===== src/rtl/pipe_control_gen_pkg.sv =====
// Opcode constants, mem_state encodings and FSM states shared by the pipeline controller.
// Pure definitions: no logic, no latency, no flow control.
package pipe_control_gen_pkg;

  localparam logic [3:0] OP_BR  = 4'b0000;
  localparam logic [3:0] OP_ADD = 4'b0001;
  localparam logic [3:0] OP_LD  = 4'b0010;
  localparam logic [3:0] OP_ST  = 4'b0011;
  localparam logic [3:0] OP_AND = 4'b0101;
  localparam logic [3:0] OP_LDR = 4'b0110;
  localparam logic [3:0] OP_STR = 4'b0111;
  localparam logic [3:0] OP_NOT = 4'b1001;
  localparam logic [3:0] OP_LDI = 4'b1010;
  localparam logic [3:0] OP_STI = 4'b1011;
  localparam logic [3:0] OP_JMP = 4'b1100;

  localparam logic [1:0] MS_READ  = 2'd0;
  localparam logic [1:0] MS_WRITE = 2'd1;
  localparam logic [1:0] MS_IND   = 2'd2;
  localparam logic [1:0] MS_IDLE  = 2'd3;

  typedef enum logic [2:0] {
    S_FILL,
    S_RUN,
    S_MEM_IND,
    S_MEM_ACC,
    S_BR_WAIT,
    S_BR_BUBBLE
  } state_t;

  function automatic logic is_alu(input logic [3:0] op);
    return (op == OP_ADD) || (op == OP_AND) || (op == OP_NOT);
  endfunction

  function automatic logic is_load(input logic [3:0] op);
    return (op == OP_LD) || (op == OP_LDR) || (op == OP_LDI);
  endfunction

  function automatic logic is_store(input logic [3:0] op);
    return (op == OP_ST) || (op == OP_STR) || (op == OP_STI);
  endfunction

endpackage


===== src/rtl/pipe_bypass_detect.sv =====
// Operand-forwarding detection between execute and decode; selects are registered and
// advance only with the decode enable (one-cycle latency, hold while decode is stalled).
module pipe_bypass_detect
  import pipe_control_gen_pkg::*;
(
  input  logic        i_clk,
  input  logic        i_rst,
  input  logic        i_en,
  input  logic [15:0] i_ir,
  input  logic [15:0] i_ir_exec,
  output logic        o_bypass_alu_1,
  output logic        o_bypass_alu_2,
  output logic        o_bypass_mem_1
);

  logic [3:0] w_op_dec;
  logic [3:0] w_op_exec;
  logic       w_dst_eq_sr1;
  logic       w_dst_eq_sr2;
  logic       w_alu_1;
  logic       w_alu_2;
  logic       w_mem_1;
  logic       r_alu_1;
  logic       r_alu_2;
  logic       r_mem_1;

  assign w_op_dec     = i_ir[15:12];
  assign w_op_exec    = i_ir_exec[15:12];
  assign w_dst_eq_sr1 = (i_ir_exec[11:9] == i_ir[8:6]);
  assign w_dst_eq_sr2 = (i_ir_exec[11:9] == i_ir[2:0]);

  // SR2 only exists for register-mode ADD/AND; immediate mode reuses those bits.
  assign w_alu_1 = is_alu(w_op_exec) && w_dst_eq_sr1;
  assign w_alu_2 = is_alu(w_op_exec) && ((w_op_dec == OP_ADD) || (w_op_dec == OP_AND))
                   && !i_ir[5] && w_dst_eq_sr2;
  assign w_mem_1 = is_load(w_op_exec) && w_dst_eq_sr1;

  always_ff @(posedge i_clk or posedge i_rst) begin
    if (i_rst) begin
      r_alu_1 <= 1'b0;
      r_alu_2 <= 1'b0;
      r_mem_1 <= 1'b0;
    end else if (i_en) begin
      r_alu_1 <= w_alu_1;
      r_alu_2 <= w_alu_2;
      r_mem_1 <= w_mem_1;
    end
  end

  assign o_bypass_alu_1 = r_alu_1;
  assign o_bypass_alu_2 = r_alu_2;
  assign o_bypass_mem_1 = r_mem_1;

endmodule


===== src/rtl/pipe_control_gen.sv =====
// Pipeline stage-enable controller: fill sequencing, memory and branch stalls; enables are same-cycle
// (Mealy) on complete_instr/complete_data. Bypass selects exist only with PIPE_CONTROL_GEN_BYPASS_EN.
module pipe_control_gen
  import pipe_control_gen_pkg::*;
(
  input  logic        clock,
  input  logic        reset,
  input  logic        complete_data,
  input  logic        complete_instr,
  input  logic [15:0] IR,
  input  logic [15:0] IR_Exec,
  input  logic [2:0]  NZP,
  input  logic [2:0]  psr,
  output logic        enable_updatePC,
  output logic        enable_fetch,
  output logic        enable_decode,
  output logic        enable_execute,
  output logic        enable_writeback,
  output logic        br_taken,
  output logic        bypass_alu_1,
  output logic        bypass_alu_2,
  output logic        bypass_mem_1,
  output logic [1:0]  mem_state
);

  state_t     r_state;
  state_t     w_state_nxt;
  logic [1:0] r_fill;
  logic       r_exec_q;
  logic       r_wb_q;
  logic       r_mem_done;
  logic       r_br_done;
  logic [3:0] w_op_dec;
  logic [3:0] w_op_exec;
  logic       w_exec_is_mem;
  logic       w_dec_is_br;
  logic       w_br_cond;

  assign w_op_dec      = IR[15:12];
  assign w_op_exec     = IR_Exec[15:12];
  assign w_exec_is_mem = is_load(w_op_exec) || is_store(w_op_exec);
  assign w_dec_is_br   = (w_op_dec == OP_BR) || (w_op_dec == OP_JMP);
  assign w_br_cond     = (|(NZP & psr)) || (w_op_exec == OP_JMP);

  // r_mem_done / r_br_done stop a serviced instruction, still sitting in its stage, from re-triggering.
  always_comb begin
    w_state_nxt      = r_state;
    enable_updatePC  = 1'b0;
    enable_fetch     = 1'b0;
    enable_decode    = 1'b0;
    enable_execute   = 1'b0;
    enable_writeback = 1'b0;
    br_taken         = 1'b0;
    mem_state        = MS_IDLE;
    case (r_state)
      S_FILL: begin
        enable_updatePC  = (r_fill != 2'd0);
        enable_fetch     = (r_fill != 2'd0);
        enable_decode    = r_fill[1];
        enable_execute   = (r_fill == 2'd3);
        enable_writeback = (r_fill == 2'd3);
        if (r_fill == 2'd3) w_state_nxt = S_RUN;
      end
      S_RUN: begin
        if (w_exec_is_mem && !r_mem_done) begin
          w_state_nxt = ((w_op_exec == OP_LDI) || (w_op_exec == OP_STI)) ? S_MEM_IND : S_MEM_ACC;
        end else if (w_dec_is_br && !r_br_done) begin
          enable_execute   = 1'b1;
          enable_writeback = 1'b1;
          w_state_nxt      = S_BR_WAIT;
        end else if (complete_instr) begin
          enable_updatePC  = 1'b1;
          enable_fetch     = 1'b1;
          enable_decode    = 1'b1;
          enable_execute   = 1'b1;
          enable_writeback = 1'b1;
        end else begin
          enable_execute   = r_exec_q;
          enable_writeback = r_wb_q;
        end
      end
      S_MEM_IND: begin
        mem_state = MS_IND;
        if (complete_data) w_state_nxt = S_MEM_ACC;
      end
      S_MEM_ACC: begin
        mem_state = is_load(w_op_exec) ? MS_READ : MS_WRITE;
        if (complete_data) begin
          enable_writeback = is_load(w_op_exec);
          w_state_nxt      = S_RUN;
        end
      end
      S_BR_WAIT: begin
        br_taken    = w_br_cond;
        w_state_nxt = S_BR_BUBBLE;
      end
      S_BR_BUBBLE: w_state_nxt = S_RUN;
      default:     w_state_nxt = S_FILL;
    endcase
  end

  always_ff @(posedge clock or posedge reset) begin
    if (reset) begin
      r_state    <= S_FILL;
      r_fill     <= 2'd0;
      r_exec_q   <= 1'b0;
      r_wb_q     <= 1'b0;
      r_mem_done <= 1'b0;
      r_br_done  <= 1'b0;
    end else begin
      r_state  <= w_state_nxt;
      r_exec_q <= enable_execute;
      r_wb_q   <= enable_writeback;
      if ((r_state == S_FILL) && (r_fill != 2'd3)) r_fill <= r_fill + 2'd1;
      if ((r_state == S_MEM_ACC) && complete_data) r_mem_done <= 1'b1;
      else if (enable_execute)                     r_mem_done <= 1'b0;
      if (r_state == S_BR_BUBBLE)  r_br_done <= 1'b1;
      else if (enable_decode)      r_br_done <= 1'b0;
    end
  end

`ifdef PIPE_CONTROL_GEN_BYPASS_EN
  pipe_bypass_detect u_bypass (
    .i_clk          (clock),
    .i_rst          (reset),
    .i_en           (enable_decode),
    .i_ir           (IR),
    .i_ir_exec      (IR_Exec),
    .o_bypass_alu_1 (bypass_alu_1),
    .o_bypass_alu_2 (bypass_alu_2),
    .o_bypass_mem_1 (bypass_mem_1)
  );
`else
  logic w_unused_ir_bits;
  assign w_unused_ir_bits = ^{IR[11:0], IR_Exec[11:0]};
  assign bypass_alu_1 = 1'b0;
  assign bypass_alu_2 = 1'b0;
  assign bypass_mem_1 = 1'b0;
`endif

endmodule


===== config.mk =====
export PLATFORM = sky130hd
export DESIGN_NAME = pipe_control_gen
export DESIGN_NICKNAME = d
export VERILOG_FILES = /design/src/rtl/pipe_control_gen_pkg.sv /design/src/rtl/pipe_bypass_detect.sv /design/src/rtl/pipe_control_gen.sv
export SDC_FILE = /design/constraint.sdc
export NUM_CORES = 1
export LEC_CHECK = 0
export ABC_AREA = 1
export ABC_CLOCK_PERIOD_IN_PS = 3530
export CORE_ASPECT_RATIO = 1.25
export CORE_MARGIN = 8
export CORE_UTILIZATION = 35
export CTS_CLUSTER_SIZE = 25
export DETAILED_ROUTE_END_ITERATION = 8
export GPL_ROUTABILITY_DRIVEN = 0
export GPL_TIMING_DRIVEN = 0
export PLACE_DENSITY = 0.85
export SKIP_CTS_REPAIR_TIMING = 1
export SLEW_MARGIN = 20
export SYNTH_ARGS = -nofsm -noshare
export SYNTH_HDL_FRONTEND = slang
export SYNTH_HIERARCHICAL = 1
export SYNTH_SLANG_ARGS = --single-unit
export TNS_END_PERCENT = 1

===== constraint.sdc =====
create_clock -name clock -period 3.53 [get_ports clock]
set_clock_uncertainty 0.2 [all_clocks]
set_input_delay 0.706 -clock clock [delete_from_list [all_inputs] [get_ports clock]]
set_output_delay 0.706 -clock clock [all_outputs]
set_load 0.05 [all_outputs]

==> metrics.yaml, run 1 <==
status:
  status: "complete, no violations"
final_layout:
  area_growth_pct: 48.02
  layout-drive-gt1-share_pct: 10.85
  num_antenna_cells: 0
  final_util_pct: 55.49
  nNetsFinal: 174
  fillers: 156
  finalInstanceArea_sq_um: 979.7
  final_cells: 148
worst_setup_path:
  cp_slowest_cell: "clkdlybuf4s50_1"
  endpoint_kind: "output pin"
  crit_cells: 8
  crit_chain: "clkdlybuf4s50_1, nand2_1, inv_1, nor2_1, nor2_4, nand2_1, nand2_1, clkdlybuf4s50_1"
  reg2reg_depth: 6
  start_kind: "primary input"
  crit_path_max_fanout: 5
  worstPathArrival_ns: 2.52
  critPathRequiredTime_ns: 2.62
  path_buf_inv: 3
  crit_top_cell: "nand2_1"
  max_stage_delay_ns: 0.80
  critPathTopFamily: "buffers and inverters"
  crit_type: "in2out"
route:
  vias: 672
  first_pass_iters: 4
  ant_nets: 0
  drtIter0Drc: 17
  vias_per_cell: 4.541
  drcViolationCount: 0
  routed_wl_microns: 1671
  drt-wirelength-per-cell_microns: 11.29
power_and_ir_drop:
  p_seq_share_pct: 22.2
  p_per_area_mw_per_mm2: 769.4
  p_sw_mw: 0.4011
  ir_worst_vdd_v: 0.0003171
  power.share.switching_pct: 53.22
  internal_power_mw: 0.3526
  power_leakage_nw: 0.5785
  p_clk_share_pct: 10.4
  pwr-share-comb_pct: 67.3
synthesis:
  ys_async_sr_fraction_pct: 100.0
  synth_edf_count: 0
  yosys_most_used_dff: "dfrtp_1"
  synth_top_area_cell: "dfrtp_1"
  synth.distinct_cells: 19
  synthTopCellsByCount: "nand2_1, inv_1, nor2_1"
  syn-cell-area_sq_um: 661.9
  synth_seq_area_share_pct: 34.03
  yosys_warnings: 6
  yosysTopAreaCellShare_pct: 34.03
  yosys-top-cells-area: "dfrtp_1, nand2_1, inv_1"
  ys_ff_latch: 9
  synth.most_common_cell: "nand2_1"
  synthesis.instances: 98
  syn_area_per_cell_sq_um: 6.754
timing:
  tightest_slew_ns: 0.5143
  fin_crit_sh_pct: 96.98
  slew_headroom_pct: 65.60
  setup_ws_ns: 0.1067
  fin_crit_ns: 3.423
  tns_ns: 0
  finalSetupViolations: 0
  drv_slew: 0
  rsz0062_at_grt: "no"
  final-hold-violation-count: 0
  fmax_mhz: 292.1
placement:
  port_buffers: 25
  preCtsSetupSlack_ns: -0.1461
  dp_hpwl_microns: 1451
  placed_cell_area_sq_um: 943.4
  placedCellCount: 144
floorplanning:
  die_h_microns: 64.62
  core_region_area_sq_mm: 0.001765
  initial_utilization_pct: 37.49
  pin_count: 53
  die_area_sq_mm: 0.003547
  die_w_microns: 54.90
  rows: 17
grt:
  grt_usage_pct: 9.821
  antenna_found_initial: 0
  grt_pass1_wl_microns: 2711
  grt_max_degree: 10
  gr-total-overflow: 0
  grt_pass1_vias: 674
clock_network:
  cts_root_buf: "clkbuf_4"
  clock-sinks: 9
  clk_latency_ns: 0.26
  path_clk_slew_ns: 0.06
  cts_max_path_buffers: 2
  cts_tree: "yes"
  h-tree-depth: 1
  cts_made_buffers: 3
run:
  maxCapViolations: 0
min_path:
  min_path_type: "reg2reg"
  hold_depth: 2
## worst register-to-register path: stages (launching register included)
cell and delay, ns:
dfrtp_1 0.44, inv_1 0.12, nand3_2 0.12, nor2_4 0.17
nand3_1 0.13, nand3_1 0.09, nand2_1 0.05
## per-layer routing
layer / track usage, % / routed length, microns / vias up
li1: - / - / 352
met1: 9.247 / 577 / 294
met2: 17.90 / 943 / 20
met3: 4.110 / 121 / 6
met4: 3.313 / 29 / 0
met5: 0 / 0 / -
## state kept, by name, indices dropped and copies added, names as in the netlist
signal	cells
r_br_done	1
r_exec_q	1
r_state	3
r_fill	2
r_wb_q	1
r_mem_done	1
## kinds of logic (layout without fill, tap and decap cells)
family	count (synthesis)	after routing	synth area share [%]
AO/OA/AOI/OAI	6	6	5.481
XOR/XNOR	1	1	1.323
adder cells (fa/ha/maj)	2	2	3.780
buffers and inverters	21	50	14.18
flip-flops	9	9	34.03
other	1	3	0.5666
AND/OR/NAND/NOR	58	58	40.64
## stage by stage
stage,power (mW),hold slack (ns)
after floorplan,0.5312,0.2684
after global placement,0.6717,0.2868
after detailed placement,0.6837,0.2968
after CTS,0.7635,0.3109
after global routing,0.8063,0.3454
final,0.7537,0.3042
## final timing paths
check | start | endpoint | slack (ns)
worst max-delay path | IR_Exec[15] | enable_execute | 0.11
worst min register to register | r_br_done | r_br_done | 0.30
max in group asynchronous | reset | r_state[2] | 2.37
worst min-delay path | r_br_done | r_br_done | 0.30
min in group asynchronous | reset | r_br_done | 0.50
worst max register to register | r_state[2] | r_br_done | 2.11
## power groups by stage
stage / Combinational [mW] / Sequential (mW) / Clock, mW
after floorplan: 0.369 / 0.162 / 0
after global placement: 0.505 / 0.167 / 0
after detailed placement: 0.515 / 0.169 / 0
after CTS: 0.516 / 0.167 / 0.0801
after global routing: 0.545 / 0.173 / 0.0888
final: 0.508 / 0.168 / 0.0785
## layout make-up
class / instances / area [sq um] / share of cell area, %
Buffer: 4 / 30.03 / 3.065
Clock buffer: 4 / 26.28 / 2.682
Inverter: 17 / 63.81 / 6.513
Multi-Input combinational cell: 70 / 350.3 / 35.76
Sequential cell: 9 / 225.2 / 22.99
Tap cell: 19 / 23.77 / 2.427
Timing Repair Buffer: 25 / 260.3 / 26.56
## cells in the final DEF (no fill, tap or decap), drive strengths merged
cell	count
dfrtp	9
nand3b	1
o21a	1
o21ai	3
buf	4
conb	3
ha	2
nor3b	1
a21oi	1
nand2	32
inv	17
dlymetal6s2s	4
nand3	11
clkbuf	4
xor2	1
nor2	13
clkdlybuf4s50	21
a41oi	1
Power figures use the tool's default switching activity.
==> inputs of run 2 (changes only) <==
--- a/config.mk
+++ b/config.mk
@@ -15,6 +15,7 @@
 export GPL_ROUTABILITY_DRIVEN = 0
 export GPL_TIMING_DRIVEN = 0
 export PLACE_DENSITY = 0.85
+export SETUP_SLACK_MARGIN = 0.1
 export SKIP_CTS_REPAIR_TIMING = 1
 export SLEW_MARGIN = 20
 export SYNTH_ARGS = -nofsm -noshare
==> run 2 against run 1 <==
Via count increased by 0.15%. Utilization up 0.14 points. Combinational power is essentially flat. First-iteration DRC count decreased by 12%. Critical path depth down 2. Maximum frequency grew 4.3%. Sequential share of layout area is 0.059 points lower. Largest cell class unchanged.
==> metrics.yaml, run 2 (same netlist as run 1, synthesis figures left out) <==
worst_setup_path:
  cp_slowest_cell: "clkdlybuf4s50_1"
  worstPathArrival_ns: 2.38  # -0.14 ns
  start_kind: "primary input"
  rr_startpoint: "r_state[2]"
  r2r_end: "r_br_done"
  r2r_slack_ns: 2.11  # about the same
  path_buf_inv: 3  # unchanged
  critPathTopFamily: "buffers and inverters"
  reg2reg_depth: 6  # unchanged
  endpoint_kind: "output pin"
  crit_chain: "clkdlybuf4s50_1, nand2_1, inv_1, nand2_1, a41oi_1, clkdlybuf4s50_1"
  max_stage_delay_ns: 0.84  # +0.04 ns
  crit_type: "in2out"
  crit_path_max_fanout: 3  # -2
  critPathRequiredTime_ns: 2.62  # about the same
timing:
  drv_slew: 0  # unchanged
  finalSetupViolations: 0  # unchanged
  fmax_mhz: 304.7  # +4.3%
  slew_headroom_pct: 65.60  # unchanged
  setup_ws_ns: 0.2479  # +0.1413 ns
  fin_crit_sh_pct: 92.98  # -4.0 points
  rsz0062_at_grt: "no"
  final-hold-violation-count: 0  # unchanged
  fin_crit_ns: 3.282  # -0.1413 ns
  tightest_slew_ns: 0.5143  # unchanged
power_and_ir_drop:
  power_leakage_nw: 0.5897  # +1.9%
  power.share.switching_pct: 53.22  # about the same
  ir_worst_vdd_v: 0.0003127  # -1.4%
  p_seq_share_pct: 22.3  # about the same
  p_per_area_mw_per_mm2: 765.6  # -0.49%
  internal_power_mw: 0.3517  # -0.25%
  p_clk_share_pct: 10.5  # about the same
  p_sw_mw: 0.4002  # -0.22%
  finalPower_mw: 0.7520  # -0.24%
  pwr-share-comb_pct: 67.3  # about the same
clock_network:
  cts_root_buf: "clkbuf_4"
  cts_tree: "yes"
  cts_max_path_buffers: 2  # unchanged
  cts_made_buffers: 3  # unchanged
  h-tree-depth: 1  # unchanged
  clock-sinks: 9  # unchanged
  clk_latency_ns: 0.26  # about the same
  path_clk_slew_ns: 0.06  # about the same
final_layout:
  largest_reg_flops: 3  # unchanged
  num_antenna_cells: 0  # unchanged
  layout_common_cells: "nand2_1, clkdlybuf4s50_1, inv_1"
  area_growth_pct: 48.39
  nNetsFinal: 174  # unchanged
  layout-drive-gt1-share_pct: 10.85  # unchanged
  largest_register: "r_state"
  final_cells: 148  # unchanged
  reg_top3: "r_state: 3 flops, r_fill: 2 flops"
  layout_commonest_cell: "nand2_1"
floorplanning:
  rows: 17  # unchanged
  pin_count: 53  # unchanged
  die_h_microns: 64.62  # unchanged
  die_area_sq_mm: 0.003547  # unchanged
  core_region_area_sq_mm: 0.001765  # unchanged
  die_w_microns: 54.90  # unchanged
  initial_utilization_pct: 37.49  # unchanged
route:
  drcViolationCount: 0  # unchanged
  vias_per_cell: 4.547  # +0.15%
  vias: 673  # +0.15%
  routed_wl_microns: 1670  # about the same
  drtIter0Drc: 15  # -2
  first_pass_iters: 4  # unchanged
  ant_nets: 0  # unchanged
  drt-wirelength-per-cell_microns: 11.28  # about the same
grt:
  antenna_found_initial: 0  # unchanged
  gr-total-overflow: 0  # unchanged
  grt_max_degree: 10  # unchanged
  grt_pass1_wl_microns: 2711  # unchanged
  grt_usage_pct: 9.821  # unchanged
  grtUsageMet1_pct: 9.247  # unchanged
  met3_usage_pct: 4.110  # unchanged
  grt_pass1_vias: 674  # unchanged
  busiest_layer: "met2"
  grtUsageMet2_pct: 17.90  # unchanged
min_path:
  min_from: "r_br_done"
  min_path_type: "reg2reg"
  whs_endpoint: "r_br_done"
  hold_depth: 2  # unchanged
status:
  status: "complete, no violations"
placement:
  preCtsSetupSlack_ns: -0.1461  # unchanged
  port_buffers: 25  # unchanged
  dp_hpwl_microns: 1451  # unchanged
  placedCellCount: 144  # unchanged
run:
  maxCapViolations: 0  # unchanged
[run 2: area by class of cell]
class / instances / area [sq um]
Clock buffer: 4 / 26.28
Inverter: 17 / 63.81
Sequential cell: 9 / 225.2
Buffer: 4 / 30.03
Timing Repair Buffer: 25 / 262.8
Multi-Input combinational cell: 70 / 350.3
Fill cell: 157 / 783.3
Tap cell: 19 / 23.77
[run 2: worst max-delay path by stage]
stage	from	to	slack (ns)	depth (start not counted)
after detailed placement	IR_Exec[15]	enable_updatePC	-0.15	9
final	IR_Exec[15]	br_taken	0.25	6
after CTS	IR_Exec[15]	enable_updatePC	-0.15	9
after global routing	IR_Exec[15]	enable_updatePC	0.15	9
after floorplan	r_state[1]	enable_updatePC	0.40	4
after global placement	IR_Exec[15]	enable_updatePC	-0.13	9
[run 2: power by group through the flow]
stage               combinational [mW]  sequential, mW  clock, mW
finish                           0.506           0.167     0.0787
global route                     0.544           0.173     0.0888
CTS                              0.516           0.167     0.0801
detailed placement               0.515           0.169          0
global placement                 0.505           0.167          0
floorplan                        0.369           0.162          0
[run 2: layer usage]
layer  wire (microns)  vias up
li1                 -      352
met1              597      295
met2              950       22
met3              105        4
met4               17        0
met5                0        -
[run 2: worst reg2reg max path: cells and delay by family, from the launching register on]
kind	cells	cell delay (ns)
simple gates	5	0.56
flops	1	0.44
buf+inv	1	0.12
[run 2: metrics by stage]
step,cell area (sq um),utilization [%],hold WS [ns],setup TNS [ns]
finish,982.2,55.63,0.3043,0
global route,982.2,55.63,0.3454,0
CTS,969.7,54.93,0.3109,-0.2053
detailed placement,943.4,53.44,0.2968,-0.2031
global placement,943.4,53.44,0.2868,-0.1660
floorplan,669.4,-,0.2684,0
==> inputs of run 3 (changes only) <==
--- a/config.mk
+++ b/config.mk
@@ -7,6 +7,7 @@
 export LEC_CHECK = 0
 export ABC_AREA = 1
 export ABC_CLOCK_PERIOD_IN_PS = 3530
+export CAP_MARGIN = 20
 export CORE_ASPECT_RATIO = 1.25
 export CORE_MARGIN = 8
 export CORE_UTILIZATION = 35
==> results of run 3 <==
Final layout, timing and power as in run 2 (identical DEF).
